==> src/rtl/nibble_serial_adder.sv <==
// Nibble-serial W-bit adder sequencer driving an external combinational 4-bit adder.
// Latency: operand accepted at edge k, result valid after edge k+NIBBLES (one nibble per cycle).
// Backpressure: o_ready only in IDLE; result held in DONE until i_ready, one operation in flight.
module nibble_serial_adder #(
  parameter int NIBBLES = 4
) (
  input  logic                 i_clk,
  input  logic                 i_rst,
  input  logic                 i_valid,
  output logic                 o_ready,
  input  logic [4*NIBBLES-1:0] i_op_a,
  input  logic [4*NIBBLES-1:0] i_op_b,
  input  logic                 i_cin,
  output logic [3:0]           o_add_a,
  output logic [3:0]           o_add_b,
  output logic                 o_add_c,
  input  logic [3:0]           i_add_sum,
  input  logic                 i_add_carry,
  input  logic                 i_add_over,
  output logic                 o_valid,
  input  logic                 i_ready,
  output logic [4*NIBBLES-1:0] o_result,
  output logic                 o_carry,
  output logic                 o_over
);

  localparam int W  = 4 * NIBBLES;
  localparam int CW = (NIBBLES > 1) ? $clog2(NIBBLES) : 1;

  typedef enum logic [1:0] {
    S_IDLE = 2'd0,
    S_RUN  = 2'd1,
    S_DONE = 2'd2
  } state_t;

  state_t          state_q;
  logic [W-1:0]    op_a_q;
  logic [W-1:0]    op_b_q;
  logic [W-1:0]    result_q;
  logic            cy_q;
  logic [CW-1:0]   cnt_q;
  logic            carry_q;
  logic            over_q;

  logic [CW-1:0]   cnt_d;
  logic            last_d;
  logic            run;

  // Next nibble index and "this is the top nibble" decode
  always_comb begin
    cnt_d  = cnt_q + CW'(1);
    last_d = (cnt_q == CW'(NIBBLES - 1));
  end

  // Sequencer: load operands, ripple one nibble per cycle, hold result until taken
  always_ff @(posedge i_clk or posedge i_rst) begin
    if (i_rst) begin
      state_q  <= S_IDLE;
      op_a_q   <= '0;
      op_b_q   <= '0;
      result_q <= '0;
      cy_q     <= 1'b0;
      cnt_q    <= '0;
      carry_q  <= 1'b0;
      over_q   <= 1'b0;
    end else begin
      case (state_q)
        S_IDLE: begin
          if (i_valid) begin
            op_a_q  <= i_op_a;
            op_b_q  <= i_op_b;
            cy_q    <= i_cin;
            cnt_q   <= '0;
            state_q <= S_RUN;
          end
        end
        S_RUN: begin
          result_q[{cnt_q, 2'b00} +: 4] <= i_add_sum;
          cy_q   <= i_add_carry;
          op_a_q <= {4'h0, op_a_q[W-1:4]};
          op_b_q <= {4'h0, op_b_q[W-1:4]};
          if (last_d) begin
            // Top nibble: its carry and signed overflow describe the whole word
            carry_q <= i_add_carry;
            over_q  <= i_add_over;
            cnt_q   <= '0;
            state_q <= S_DONE;
          end else begin
            cnt_q <= cnt_d;
          end
        end
        S_DONE: begin
          if (i_ready) begin
            state_q <= S_IDLE;
          end
        end
        default: state_q <= S_IDLE;
      endcase
    end
  end

  // Handshake and adder drive are decoded from registered state only
  always_comb begin
    run      = (state_q == S_RUN);
    o_ready  = (state_q == S_IDLE) && !i_rst;
    o_valid  = (state_q == S_DONE);
    o_add_a  = run ? op_a_q[3:0] : 4'h0;
    o_add_b  = run ? op_b_q[3:0] : 4'h0;
    o_add_c  = run ? cy_q : 1'b0;
    o_result = result_q;
    o_carry  = carry_q;
    o_over   = over_q;
  end

endmodule

==> config.mk <==
export PLATFORM = sky130hd
export DESIGN_NAME = nibble_serial_adder
export DESIGN_NICKNAME = d
export VERILOG_FILES = /design/src/rtl/nibble_serial_adder.sv
export SDC_FILE = /design/constraint.sdc
export NUM_CORES = 1
export LEC_CHECK = 0
export CORE_ASPECT_RATIO = 1.1
export CORE_MARGIN = 1.5
export CORE_UTILIZATION = 40
export DETAILED_ROUTE_END_ITERATION = 16
export HOLD_SLACK_MARGIN = 0.02
export PLACE_DENSITY_LB_ADDON = 0.3
export REMOVE_ABC_BUFFERS = 1
export SLEW_MARGIN = 20
export SYNTH_ARGS = -nofsm -noshare
export SYNTH_HDL_FRONTEND = slang
export SYNTH_SLANG_ARGS = --single-unit
==> constraint.sdc <==
create_clock -name i_clk -period 1.9 [get_ports i_clk]
set_input_delay 0.38 -clock i_clk [delete_from_list [all_inputs] [get_ports i_clk]]
set_output_delay 0.38 -clock i_clk [all_outputs]
set_load 0.02 [all_outputs]
# Word-level counts from Yosys, hierarchy flattened
# Index checks and enable logic that the tools add are counted.
[op_classes] addsub=2 eq_ne=6 shift=2 muxes=17 reduce_logical=7
[ops] operator="$pmux W16 S2" count=2
[ops] operator="$mux W16" count=2
[ops] operator="$bwmux W16" count=1
[ops] operator="$shift A4 B6 Y16 const A" count=1
[ops] operator="$shiftx A4 B6 Y16" count=1
[ops] operator="$mux W2" count=5
[ops] operator="$mux W4" count=2
[ops] operator="$neg A4 Y6" count=1
[ops] operator="$pmux W2 S3" count=1
[ops] operator="$eq A2 B2 Y1 const B" count=2
[ops] operator="$ne A2 B2 Y1 const B" count=2
[ops] operator="$pmux W2 S2" count=1
[ops] operator="$reduce_and A2 Y1" count=2
[ops] operator="$reduce_and A3 Y1" count=1
[ops] operator="$add A2 B1 Y2 const B" count=1
[ops] operator="$eq A2 B1 Y1 const B" count=1
[ops] operator="$logic_not A2 Y1" count=1
[ops] operator="$mux W1" count=2
[ops] operator="$ne A2 B1 Y1 const B" count=1
[ops] operator="$pmux W1 S2" count=1
[ops] operator="$reduce_bool A2 Y1" count=1
[ops] operator="$logic_and A1 B1 Y1" count=1
[ops] operator="$logic_not A1 Y1" count=1
[word_totals] reg_bits=55 output_inout_bits=29 elab_cells=42

# Depth between registers and ports, before layout
# Gate-level depths: netlist of the first run.
[depth] depth_word=3 depth_mapped=5 ltp_nobuf=4

# Worst setup path after synthesis of the first run
# No wires, ideal clock.
[synth_path] kind="reg2reg" startpoint="register cnt_q[0]" endpoint="register result_q[13] (netlist: o_result[13])" setup_time_ps=78 arrival_time_ps=1699 required_ps=1822 path_slack_ps=123 stages_incl_launch_ff=5 n_path_buf=0 cell_sequence="dfrtp_1 inv_1 ha_1 or4b_2 o2bb2ai_1"
[synth_via] elab_chain_len=3 elab_cells_between_ends=4 classes_between="add/sub: 1; shift: 2; mux: 1"
[synth_lines] item="start: declaration" line="41" text="logic [CW-1:0] cnt_q;"
[synth_lines] item="start signal: assignment" line="89" text="cnt_q <= cnt_d;"
[synth_lines] item="$neg A4 Y6 *" line="78" text="result_q[{cnt_q, 2'b00} +: 4] <= i_add_sum;"
[synth_lines] item="$shiftx A4 B6 Y16 or $shift A4 B6 Y16 (tied branches)" line="78"
[synth_lines] item="$bwmux W16 *" line="78"
[synth_lines] item="end signal: indexed assignment" line="78"
[synth_lines] item="end: declaration" line="39" text="logic [W-1:0] result_q;"
# Every way passes the cells marked *; elsewhere a longest branch is shown, timed or not.
# A chain may end at the register's enable or synchronous reset.

# Worst setup path in the final report of the first run
[layout_path] startpoint="register state_q[0]" endpoint="output port o_add_b[0]"
[layout_via] elab_chain_len=2
[layout_lines] item="start: declaration" line="36" text="state_t state_q;"
[layout_lines] item="start signal: assignment" line="58" text="state_q <= S_IDLE;"
[layout_lines] item="start signal: assignment" line="74" text="state_q <= S_RUN;"
[layout_lines] item="start signal: assignment" line="87" text="state_q <= S_DONE;"
[layout_lines] item="$eq A2 B1 Y1" line="104" text="run = (state_q == S_RUN);"
[layout_lines] item="$mux W4" line="108" text="o_add_b = run ? op_b_q[3:0] : 4'h0;"
[layout_lines] item="end: declaration" line="15" text="output logic [3:0] o_add_b,"
# No other way between the ends.

==> summary.txt, run 1 <==
Timing
  • Final min period: 1820 ps
  • Final Max Tran Viols: 0
  • Final worst clock skew: 8.54 ps
  • F_max: 0.549 GHz
  • Setup TNS: 0 ps
  • Rel. slew slack: 68.8%
  • Hold Vio Cnt, Final: 0
  • Final setup fails: 0
  • RSZ-0062 raised after global routing: no
  • Slew @ Worst Pin: 466 ps
  • Fin crit share: 95.8%

Floorplan
  • # IOs: 72
  • Die width: 82.0 µm
  • Die area: 0.00737 mm²
  • Die H: 89.9 µm
  • Site Rows: 31
  • CORE AREA: 0.00659 mm²
  • Initial Utilization: 41.6%

Final layout
  • Final instance area: 0.00371 mm²
  • ANT cells: 0
  • Share of cells above drive strength 1: 17.0%
  • Post-Layout Cell Count: 411
  • Most common cell after layout, fill and taps aside: clkdlybuf4s50_1
  • Commonest cells after routing, fill and taps aside: clkdlybuf4s50_1 (60), dfrtp_1 (53), inv_1 (31), nor2_1 (22)
  • Area Overhead vs Synth: 35.3%
  • Final #Nets: 376
  • Filler cells: 593

Synth
  • Cell area after synthesis: 0.00274 mm²
  • Seq cells post-synth: 55
  • Number of synthesized flops with an enable pin: 0
  • Mapped Cells: 253
  • Seq/Total Area, Yosys: 50.2%
  • Syn avg cell area: 10.8 µm²
  • Most common flop cell mapped by yosys: dfrtp_1
  • Unique cell type count in the Yosys netlist: 39
  • YS warnings: 0
  • Asr flop ratio synth: 100%

GRT
  • Largest net degree at the start of global routing: 32
  • Number of global-route vias before repair: 2220
  • Tot GR Track Use: 18.6%
  • First-pass GRT wire length: 10800 µm
  • GRT Residual Overflow: 0
  • Initial antenna violation count: 0

Critical path
  • Required time of the critical path: 1520 ps
  • Worst-path fanout max: 7
  • Startpoint Class: flop
  • Slowest stage cell, crit path: dfrtp_2
  • Critical path type: reg -> out
  • CP delay by family, top: flip-flops
  • Max incr delay on CP: 440 ps
  • Crit end category: output pin
  • Critical Path AT: 1440 ps
  • Critical Path, Cell by Cell: nor2b_2 > and2_1 > dlygate4sd2_1
  • R2R depth: 4
  • Worst R2R End: o_result[14]
  • Worst flop-to-flop path startpoint: cnt_q[1]
  • R2r setup slk: 110 ps
  • Worst Path Buf+Inv: 1

Drt
  • Antenna Nets Post-Route: 0
  • Initial DRC Count: 100
  • Residual DRC count: 0
  • Vias per std cell: 5.54
  • Drt pass-1 iters: 4
  • Total Routed Length: 6370 µm
  • WL per Instance: 15.5 µm
  • Vias: 2277

Job
  • Max-Cap Viols: 0

Placement
  • DP Wirelength: 4610 µm
  • DP Cell Count: 402
  • GP Congestion: 0.800
  • IO buf count: 71
  • Placed Instance Area: 0.00364 mm²

Clock tree
  • Clock sinks: 55
  • Worst-path clk slew: 100 ps
  • CTS root buf: clkbuf_8
  • Clock Latency Late Sink: 310 ps
  • Max clock buf depth: 2
  • CTS tree: built
  • Htree depth: 2
  • CTS Buf Count: 5

Hold path
  • Hold depth: 1
  • Sink of the worst hold path: o_result[1]
  • HP Start: o_result[1]
  • Hold Path Class: reg -> reg

Power
  • Peak VDD IR: 0.690 mV
  • Power Dens Cells: 1520 mW/mm²
  • Pleak: 1.58 nW

Run status
  • Status: complete, no violations
-- metal layers --
metal,part of all wire (%),routed length (µm),up-vias,track usage [%]
met1,42,2700,1095,25.4
met5,0,0,-,0
met3,6.9,438,8,4.77
li1,-,-,1086,-
met4,1.0,64,0,4.66
met2,50,3160,88,29.3
-- timing repair --
action                                 CTS  global route
hold buffers                             0             0
setup endpoints to repair               11            10
resized for setup                       17            11
endpoints found under the hold margin    0             0
setup buffers                            0             1
-- cell usage after synthesis (all sizes together) (2+ instances only) --
| master | instances | share of area, % |
|---|---|---|
| inv | 32 | 4.4 |
| mux2 | 4 | 1.6 |
| nor4b | 21 | 6.7 |
| dfrtp | 55 | 50 |
| ha | 5 | 2.3 |
| nand2 | 9 | 1.2 |
| a22o | 8 | 2.6 |
| buf | 15 | 2.8 |
| clkbuf | 6 | 0.82 |
| a221oi | 21 | 6.7 |
| nor2 | 22 | 3.0 |
| nand4b | 7 | 2.2 |
| o221a | 4 | 1.6 |
| nand2b | 4 | 0.91 |
| o2bb2ai | 7 | 2.2 |
| o32ai | 7 | 2.2 |
| or3b | 2 | 0.73 |
| or4b | 6 | 2.3 |
| and2 | 2 | 0.46 |
| nand3b | 2 | 0.55 |
| and3b | 2 | 0.64 |
-- worst max-delay path by stage --
stage                       endpoint  slack, ps  cells past startpoint        from
after floorplan           o_add_a[0]       -550                      2  state_q[0]
after global routing         o_add_c          5                      3  state_q[0]
after global placement       o_ready        -30                      3       i_rst
final                     o_add_b[0]         80                      3  state_q[0]
after CTS                 o_add_a[1]        0.6                      3  state_q[1]
after detailed placement     o_ready        -60                      3       i_rst
-- power by group --
group	switching (W)	leakage (nW)	internal (W)
logic	0.00164	0.844	0.00142
clock network	0.000391	0.0474	0.000298
registers	0.000247	0.687	0.00167
-- flip-flops by register name, summed over array words and instances (netlist names) --
name,flops
o_result,16
op_a_q,16
op_b_q,16
cnt_q,2
state_q,2
cy_q,1
o_carry,1
o_over,1
-- kinds of logic after synthesis --
family,after synthesis,synth area share (%)
buffers and inverters,53,8.03
AOI/OAI and AO/OA,53,17.0
and+or+nand+nor,83,20.9
adders and majority gates,5,2.28
DFF,55,50.2
muxes,4,1.64
-- final cells by class --
| class | count | area [µm²] | share of cell area, % |
|---|---|---|---|
| sequential | 55 | 1380 | 37.1 |
| multi-input combinational | 145 | 1160 | 31.1 |
| timing repair buffer | 89 | 857 | 23.1 |
| inverter | 32 | 120 | 3.23 |
| tap | 82 | 103 | 2.76 |
| clock buffer | 6 | 82.6 | 2.22 |
| clock inverter | 2 | 16.3 | 0.438 |
-- through the flow --
step	util, %	hold WS [ps]	setup slack (ps)	total power, W
floorplan	-	467	-553	0.00379
global placement	55.2	476	-32.9	0.00503
detailed placement	55.2	479	-61.1	0.00512
CTS	56.7	505	0.630	0.00574
global route	56.3	528	5.17	0.00611
finish	56.3	498	79.2	0.00566
Power figures use the tool's default switching activity.
==> inputs of run 2 (changes only) <==
PLACE_DENSITY = 0.68   (was unset)
PLACE_DENSITY_LB_ADDON = unset   (was 0.3)
==> run 2 against run 1 <==
Via count fell by 0.75%. Combinational power is 2% higher. Critical endpoint is now o_add_c. Cell count did not move. Cell area increased by 0.57%. Fmax up 0.95%. Hold slack improved by 4.3 ps. Critical path depth unchanged. Flip-flop and latch count stayed put. Clock skew decreased by 2.0 ps. Sequential share of layout area decreased by 0.21 points. Largest power group unchanged. Global-route usage grew 0.21 points. Sequential power hardly changed.
==> summary.txt, run 2 (same netlist as run 1, synthesis figures left out) <==
Run status
  • Status: complete, no violations

Power
  • Post-route total power: 0.00567 W (+0.10%)
  • Pleak: 1.59 nW (+0.51%)
  • Power Dens Cells: 1520 mW/mm² (-0.47%)
  • Psw: 0.00229 W (+0.17%)
  • Peak VDD IR: 0.677 mV (-1.8%)
  • Internal: 0.00338 W (about the same)
  • Sequential share of power: 33.7% (about the same)
  • Combinational Power Share: 55.1% (+1.1 points)
  • Switch share: 40.3% (about the same)
  • Clk network pwr share: 11.2% (-1.0 points)

Clock tree
  • Max clock buf depth: 2 (unchanged)
  • Clock Latency Late Sink: 310 ps (about the same)
  • Cts-stage hold buffer count: 0 (unchanged)
  • CTS tree: built
  • Worst-path clk slew: 90 ps (about the same)
  • Clock sinks: 55 (unchanged)
  • CTS root buf: clkbuf_8
  • Htree depth: 2 (unchanged)
  • CTS Buf Count: 5 (unchanged)

Floorplan
  • Die width: 82.0 µm (unchanged)
  • Site Rows: 31 (unchanged)
  • Initial Utilization: 41.6% (unchanged)
  • Die H: 89.9 µm (unchanged)
  • # IOs: 72 (unchanged)
  • CORE AREA: 0.00659 mm² (unchanged)
  • Die area: 0.00737 mm² (unchanged)

Hold path
  • Hold Path Class: reg -> reg
  • HP Start: o_result[0]

Critical path
  • Critical Path AT: 1420 ps (-20 ps)
  • Critical path type: reg -> out
  • Critical Path, Cell by Cell: nor2b_2 > and2_1 > dlygate4sd2_1
  • Required time of the critical path: 1520 ps (about the same)
  • Startpoint Class: flop
  • Worst Path Buf+Inv: 1 (unchanged)
  • Max incr delay on CP: 420 ps (-20 ps)
  • Worst-path fanout max: 4 (-3)
  • CP delay by family, top: flip-flops
  • Worst flop-to-flop path startpoint: cnt_q[1]
  • Slowest stage cell, crit path: dfrtp_2
  • CP startpoint: state_q[0]
  • Crit end category: output pin

Placement
  • DP Wirelength: 4470 µm (-3.1%)
  • Placed Instance Area: 0.00362 mm² (-0.55%)
  • IO buf count: 71 (unchanged)
  • DP Cell Count: 401 (-0.25%)
  • GP Congestion: 0.771 (-3.6%)

Job
  • Max-Cap Viols: 0 (unchanged)

Timing
  • Final Max Tran Viols: 0 (unchanged)
  • Slew @ Worst Pin: 477 ps (+11.6 ps)
  • Hold Vio Cnt, Final: 0 (unchanged)
  • Final worst clock skew: 6.52 ps (-2.02 ps)
  • Rel. slew slack: 68.0% (-0.78 points)
  • F_max: 0.554 GHz (+0.95%)
  • Fin crit share: 94.9% (-0.91 points)
  • Final setup fails: 0 (unchanged)
  • RSZ-0062 raised after global routing: no
  • Final min period: 1800 ps (-17.2 ps)

GRT
  • First-pass GRT wire length: 11000 µm (+2.2%)
  • Tot GR Track Use: 18.8% (+0.21 points)
  • Largest net degree at the start of global routing: 37 (+16%)
  • GRT Residual Overflow: 0 (unchanged)
  • Initial antenna violation count: 0 (unchanged)
  • Number of global-route vias before repair: 2251 (+1.4%)

Final layout
  • Area of the multi-input gates: 0.00116 mm² (+0.43%)
  • Final #Nets: 376 (unchanged)
  • Area Overhead vs Synth: 36.1%
  • Register area: 0.00138 mm² (unchanged)
  • ANT cells: 0 (unchanged)
  • Post-Layout Cell Count: 411 (unchanged)
  • Final instance area: 0.00373 mm² (+0.57%)
  • Most common cell after layout, fill and taps aside: clkdlybuf4s50_1
  • Commonest cells after routing, fill and taps aside: clkdlybuf4s50_1 (60), dfrtp_1 (53), inv_1 (31), nor2_1 (22)
  • Filler cells: 601 (+1.3%)
  • Share of cells above drive strength 1: 16.1% (-0.91 points)

Drt
  • Drt pass-1 iters: 4 (unchanged)
  • Antenna Nets Post-Route: 0 (unchanged)
  • Vias: 2260 (-0.75%)
  • Total Routed Length: 6400 µm (+0.47%)
  • Vias per std cell: 5.50 (-0.75%)
  • Residual DRC count: 0 (unchanged)
  • WL per Instance: 15.6 µm (+0.47%)
  • Initial DRC Count: 98 (-2.0%)
## run 2: worst paths after layout
check | to | slack (ps) | cells past startpoint
max in group asynchronous | op_a_q[10] | 900 | 4
worst min-delay path | o_result[0] | 500 | 1
min in group asynchronous | op_a_q[1] | 520 | 3
worst max register to register | o_result[14] | 130 | 4
worst min register to register | o_result[0] | 500 | 1
worst max-delay path | o_add_c | 100 | 3
## run 2: final cells by class
class,instances,area share [%]
clock buffer,5,1.84
clock inverter,3,0.402
inverter,32,3.22
multi-input combinational,145,31.1
sequential,55,36.9
tap,82,2.75
timing repair buffer,89,23.8
## run 2: power by group through the flow
stage / Clock (W) / Sequential (W) / Combinational, W
2_1_floorplan: 0 / 0.00220 / 0.00159
3_5_place_dp: 0 / 0.00194 / 0.00313
5_1_grt: 0.000700 / 0.00197 / 0.00347
4_1_cts: 0.000657 / 0.00192 / 0.00307
6_report: 0.000634 / 0.00191 / 0.00312
3_3_place_gp: 0 / 0.00192 / 0.00309
## run 2: metal layers
| metal | track usage [%] | routed length, µm | share of wire (%) | up-vias |
|---|---|---|---|---|
| li1 | - | - | - | 1085 |
| met4 | 3.81 | 47 | 0.73 | 0 |
| met3 | 4.16 | 342 | 5.3 | 6 |
| met1 | 27.2 | 2890 | 45 | 1104 |
| met2 | 29.0 | 3110 | 49 | 65 |
| met5 | 0 | 0 | 0 | - |
## run 2: what timing repair did
action                                 in CTS  in global routing
setup endpoints to repair                  11                  9
pin swaps                                   0                  0
endpoints found under the hold margin       0                  0
gates resized for setup                    22                  2
setup buffers                               0                  2
## run 2: stage by stage
stage | hold WS [ps] | utilization, % | setup TNS (ps) | setup WS, ps
finish | 502 | 56.6 | 0 | 96.4
global route | 525 | 56.6 | 0 | 34.3
floorplan | 467 | - | -22180 | -553
detailed placement | 479 | 54.9 | -249 | -45.5
global placement | 476 | 54.9 | -157 | -33.1
CTS | 504 | 56.2 | 0 | 1.90
## run 2: worst register-to-register path: stages, from the launching register on
cell,delay [ps]
dfrtp_1,410
inv_1,100
ha_1,330
or4b_2,690
o2bb2ai_1,170
==> inputs of run 3 (changes only) <==
CTS_CLUSTER_SIZE = 10   (was unset)
==> results of run 3 <==
Same layout as run 2: the final DEF is identical, and so are final timing and power.
==> edit 1 (config.mk and constraints of run 1) <==
`NIBBLES`: 4 -> 8.
--- a/src/rtl/nibble_serial_adder.sv
+++ b/src/rtl/nibble_serial_adder.sv
@@ -3,5 +3,5 @@
 // Backpressure: o_ready only in IDLE; result held in DONE until i_ready, one operation in flight.
 module nibble_serial_adder #(
-  parameter int NIBBLES = 4
+  parameter int NIBBLES = 8
 ) (
   input  logic                 i_clk,
Interface: changed (resized i_op_a, i_op_b and o_result); port bits go from 72 to 120. The function was not compared with the original's and may differ.
==> edit 1 against run 1 <==
The run now ends with setup timing left. Clock skew down 0.00097 ns. Via count up 75%. Design area up 85%. Setup slack worse by 0.35 ns. Wire length up 83%. Power up 84%. Sequential cell count up 49. Synthesized cell count up 96%. Count of clock-buffer cells in the layout up 6. Area after synthesis up 82%. Largest power group unchanged.
==> edit 1: results (changes against run 1) <==
Outcome
  • Status: finished with violations
  • Failing checks: setup timing

Worst setup path
  • Beginning of the critical path: cnt_q[1]
  • Crit path largest cell delay: 0.56 ns (+0.12 ns)
  • Largest delay contributor family on the critical path: simple AND/OR/NAND/NOR gates
  • Slowest-stage cell, CP: or4b_4
  • CP arrival: 2.40 ns (+0.96 ns)

Synthesis
  • Seq/Total Area, Yosys: 52.1% (+2.0 points)
  • Synth top cells by count: dfrtp_1 (104), nand2_1 (73), o21ai_0 (66), a21oi_1 (65), and3b_1 (56)
  • Synthesized area per cell: 10.1 µm² (-7.2%)
  • Synth top area cells: dfrtp_1 (52%), and3b_1 (9.8%), o21ai_0 (6.6%), a21oi_1 (6.5%), nand2_1 (5.5%)

Placement
  • DP Worst Slack: -0.323 ns (-0.261 ns)
  • Placed Cells: 759 (+89%)
  • # port buffers: 119 (+68%)
  • HPWL after DPL: 8250 µm (+79%)
  • Placed Area: 6490 µm² (+78%)

Clocking
  • CTS H-tree lvls: 3 (+1)
  • Clk Tree Root Cell: clkbuf_16
  • Worst skew pair latency: 0.34 ns (+0.03 ns)
  • CTS buffer count: 9 (+4)

Global routing
  • Pin count of the biggest net entering global routing: 67 (+110%)
  • GRT Util Overall: 18.8% (+0.17 points)

Routing
  • Starting DRT DRC Count: 183 (+83%)
  • WL/cell: 15.0 µm (-3.3%)
  • Vias per Instance: 5.11 (-7.8%)

STA
  • Setup violation total in the final timing report: 16 (+16)
  • PnR worst setup slack: -0.273 ns (-0.352 ns)
  • Final setup TNS: -2.94 ns (-2.94 ns)
  • Minimum hold slack: 0.469 ns (-0.0289 ns)
  • Worst-Margin Slew: 0.623 ns (+0.157 ns)

Pwr
  • Lkg Pwr: 0.00317 µW (+100%)
  • Peak supply drop: 836 µV (+21%)

Worst hold path
  • Min-Delay Path Class: in -> async

Layout
  • Share of layout cells above drive strength 1: 16.2% (-0.86 points)
  • Non-filler cells in the finished layout: 779 (+90%)
  • Nets: 701 (+86%)
  • Final-layout fill cell count: 1080 (+82%)
==> edit 1: cell types whose count changed after synthesis, sizes merged, moves of 29 or more <==
cell,change
nand2,+64
clkbuf,+29
dfrtp,+49
a21oi,+64
and3b,+54
o21ai,+65
==> edit 1: path summary, 6_finish.rpt <==
check | end | cells past startpoint
worst max-delay path | o_result[9] | 7
min in group i_clk | op_a_q[0] | 2
max in group asynchronous | o_result[23] | 4
worst min register to register | op_a_q[0] | 2
worst min-delay path | op_a_q[21] | 3
worst max register to register | o_result[9] | 7
==> edit 1: where the power goes <==
part           leakage (µW)  internal [µW]  switching (µW)  total [µW]
Combinational       0.00171           2510            2440        4950
Sequential          0.00132           3160             508        3660
Clock              0.000139           1050             770        1820
==> edit 1: cell families after synthesis <==
group	synth area share, %
adder cells (fa/ha/maj)	1.25
buffers and inverters	3.71
flip-flops	52.1
AND/OR/NAND/NOR	21.5
multiplexers	7.59
AO/OA/AOI/OAI	13.8
==> edit 1: area by class of cell <==
type,count,share of cell area (%)
clock buffers,12,3.59
well taps,154,2.81
multi-input cells,345,33.7
flip-flops and latches,104,38.0
clock inverters,3,0.620
inverters,8,0.474
repair buffers,153,20.8
==> edit 1: timing repair <==
| action | CTS | global route |
|---|---|---|
| resized for setup | 62 | 7 |
| pin swaps | 3 | 4 |
| hold buffers | 0 | 0 |
| setup buffers | 4 | 1 |
| endpoints found under the hold margin | 0 | 0 |
| setup endpoints to repair | 43 | 38 |
==> edit 1: routing by layer <==
metal  global-route usage [%]  routed length, µm  vias up
met5                        0                  0        -
met4                     5.03                140        0
met3                     3.29                504       11
met2                     30.4               5600      103
met1                     26.0               5430     1903
li1                         -                  -     1964
==> edit 1: worst min-delay path, cell delays in order <==
cell	delay (ns)
clkdlybuf4s50_1	0.43
buf_4	0.15
inv_4	0.25
==> edit 1: stage by stage <==
step           util, %  total power [µW]
2_1_floorplan        -              6350
3_3_place_gp      53.7              8240
3_5_place_dp      53.7              8430
4_1_cts           56.6             10500
5_1_grt           56.8             11100
6_report          56.8             10400
==> edit 2 (settings of run 1) <==
Without the edit above. The 3 states of `state_t` get a one-hot encoding in 3 bits.
--- a/src/rtl/nibble_serial_adder.sv
+++ b/src/rtl/nibble_serial_adder.sv
@@ -28,8 +28,8 @@
   localparam int CW = (NIBBLES > 1) ? $clog2(NIBBLES) : 1;
 
-  typedef enum logic [1:0] {
-    S_IDLE = 2'd0,
-    S_RUN  = 2'd1,
-    S_DONE = 2'd2
+  typedef enum logic [2:0] {
+    S_IDLE = 3'b001,
+    S_RUN  = 3'b010,
+    S_DONE = 3'b100
   } state_t;
 
Check against the original RTL: no difference found for any inputs over 10 cycles, from zero or initial values and one cycle with i_rst high; not proved beyond that.
==> edit 2 against run 1 <==
Wire length down 9.7%. Synthesized cell count grew 5.9%. Power shrank 16%. Sequential share of layout area increased by 1.5 points. Design area decreased by 2.3%. First-iteration DRC count down 1.0%. Non-clock buffer count up 3. Hold slack worse by 0.023 ns. Area after synthesis fell by 6.2%. Clock skew grew 0.0034 ns. Sequential cell count is 1 higher. Setup slack got worse by 0.027 ns. Critical path depth rose by 2. Critical endpoint is now o_add_a[2]. Largest cell class unchanged.
==> edit 2: results (changes against run 1) <==
Worst setup path
  • FF-to-FF path depth: 5 (+1)
  • R2R setup slack: 0.20 ns (+0.09 ns)
  • Reg2reg start: cnt_q[0]
  • Critical-path maximum fanout: 8 (+1)
  • Reg-to-reg endpoint: o_result[15]

Layout
  • Nets: 397 (+5.6%)
  • Non-filler cells in the finished layout: 429 (+4.4%)
  • Share of layout cells above drive strength 1: 15.5% (-1.5 points)

Placement
  • Gpl congestion: 0.766 (-4.3%)
  • DP Worst Slack: -0.202 ns (-0.141 ns)
  • HPWL after DPL: 4030 µm (-13%)
  • Placed Cells: 418 (+4.0%)

STA
  • Rel. slew slack: 73.9% (+5.1 points)
  • Clock skew: 0.0119 ns (+0.00337 ns)

Global routing
  • GRT Util Overall: 18.1% (-0.55 points)
  • Routing usage on met1: 23.9% (-1.5 points)
  • Pin count of the biggest net entering global routing: 57 (+78%)
  • Vias in the first global route: 2069 (-6.8%)
  • First-pass GRT wire length: 9850 µm (-8.6%)

Synthesis
  • Seq/Total Area, Yosys: 54.5% (+4.4 points)
  • Synth top area cells: dfrtp_1 (54%), a21oi_1 (12%), nand2_1 (6.7%), a22o_1 (4.1%), nor2_1 (3.6%)
  • Synthesized area per cell: 9.60 µm² (-11%)
  • Netlist cell types: 30 (-23%)

Pwr
  • Peak supply drop: 559 µV (-19%)

Routing
  • Routed WL: 5750 µm (-9.7%)
  • Via count: 2178 (-4.3%)
  • Starting DRT DRC Count: 99 (-1.0%)

Outcome
  • Status: finished, final reports clean

Worst hold path
  • Min-Delay Path Class: in -> async
==> edit 2: cell count changes in the layout (fill, tap and decap cells not counted), moves of 11 or more <==
cell and delta:
a21oi_1 +59, inv_1 -28, a221oi_1 -21, buf_6 +11, nand2_1 +37, nor4b_1 -19
==> edit 2: how the worst max path moves through the flow <==
| stage | from | end | slack (ns) | cells after the start |
|---|---|---|---|---|
| global route | state_q[0] | o_add_a[2] | 0.002 | 5 |
| detailed placement | i_rst | o_ready | -0.20 | 3 |
| CTS | state_q[0] | o_add_a[0] | 0.004 | 5 |
| finish | state_q[0] | o_add_a[2] | 0.05 | 5 |
| floorplan | state_q[2] | o_add_a[0] | -0.88 | 2 |
| global placement | i_rst | o_ready | -0.21 | 3 |
==> edit 2: worst max-delay path, stage by stage (launching register included) <==
cell     delay [ns]
dfstp_2        0.57
nor3b_4        0.05
buf_4          0.14
buf_12         0.12
and2_1         0.15
buf_6          0.13
==> edit 2: power by group through the flow <==
stage	Combinational, µW	Sequential (µW)	Clock, µW
after floorplan	1190	1940	0
after global placement	2070	1890	0
after detailed placement	2130	1910	0
after CTS	2130	1880	704
after global routing	2490	1950	753
final	2200	1890	682
==> edit 2: what timing repair did <==
| action | 4_1_cts | 5_1_grt |
|---|---|---|
| endpoints found under the hold margin | 0 | 0 |
| endpoints found under the setup margin | 11 | 10 |
| buffers inserted | 4 | 0 |
| resized for setup | 47 | 25 |
| pin swaps | 1 | 0 |
==> edit 2: metal layers <==
metal / up-vias / routed length [µm]
li1: 1077 / -
met1: 1033 / 2490
met2: 62 / 2910
met3: 6 / 286
met4: 0 / 60
met5: - / 0
==> edit 2: kinds of logic (layout without fill, tap and decap cells) <==
family                   after synthesis  in the layout  share of synthesized area (%)
adder cells (fa/ha/maj)                6              6                           2.92
AND/OR/NAND/NOR                       97             97                           18.2
AO/OA/AOI/OAI                         84             84                           19.4
buffers and inverters                 23            104                           4.09
multiplexers                           2              2                          0.875
flip-flops                            56             56                           54.5
==> edit 2: cell type report <==
cell class | count | share of cell area [%]
sequential | 56 | 38.6
multi-input combinational | 189 | 30.2
timing repair buffer | 92 | 25.4
tap | 80 | 2.76
clock buffer | 6 | 2.28
inverter | 4 | 0.414
clock inverter | 2 | 0.379
==> edit 2: metrics by stage <==
stage | hold WS, ns | total power, µW | area (µm²)
global route | 0.506 | 5190 | 3630
finish | 0.475 | 4770 | 3630
CTS | 0.481 | 4720 | 3560
global placement | 0.487 | 3960 | 3470
detailed placement | 0.492 | 4030 | 3470
floorplan | 0.489 | 3130 | 2480
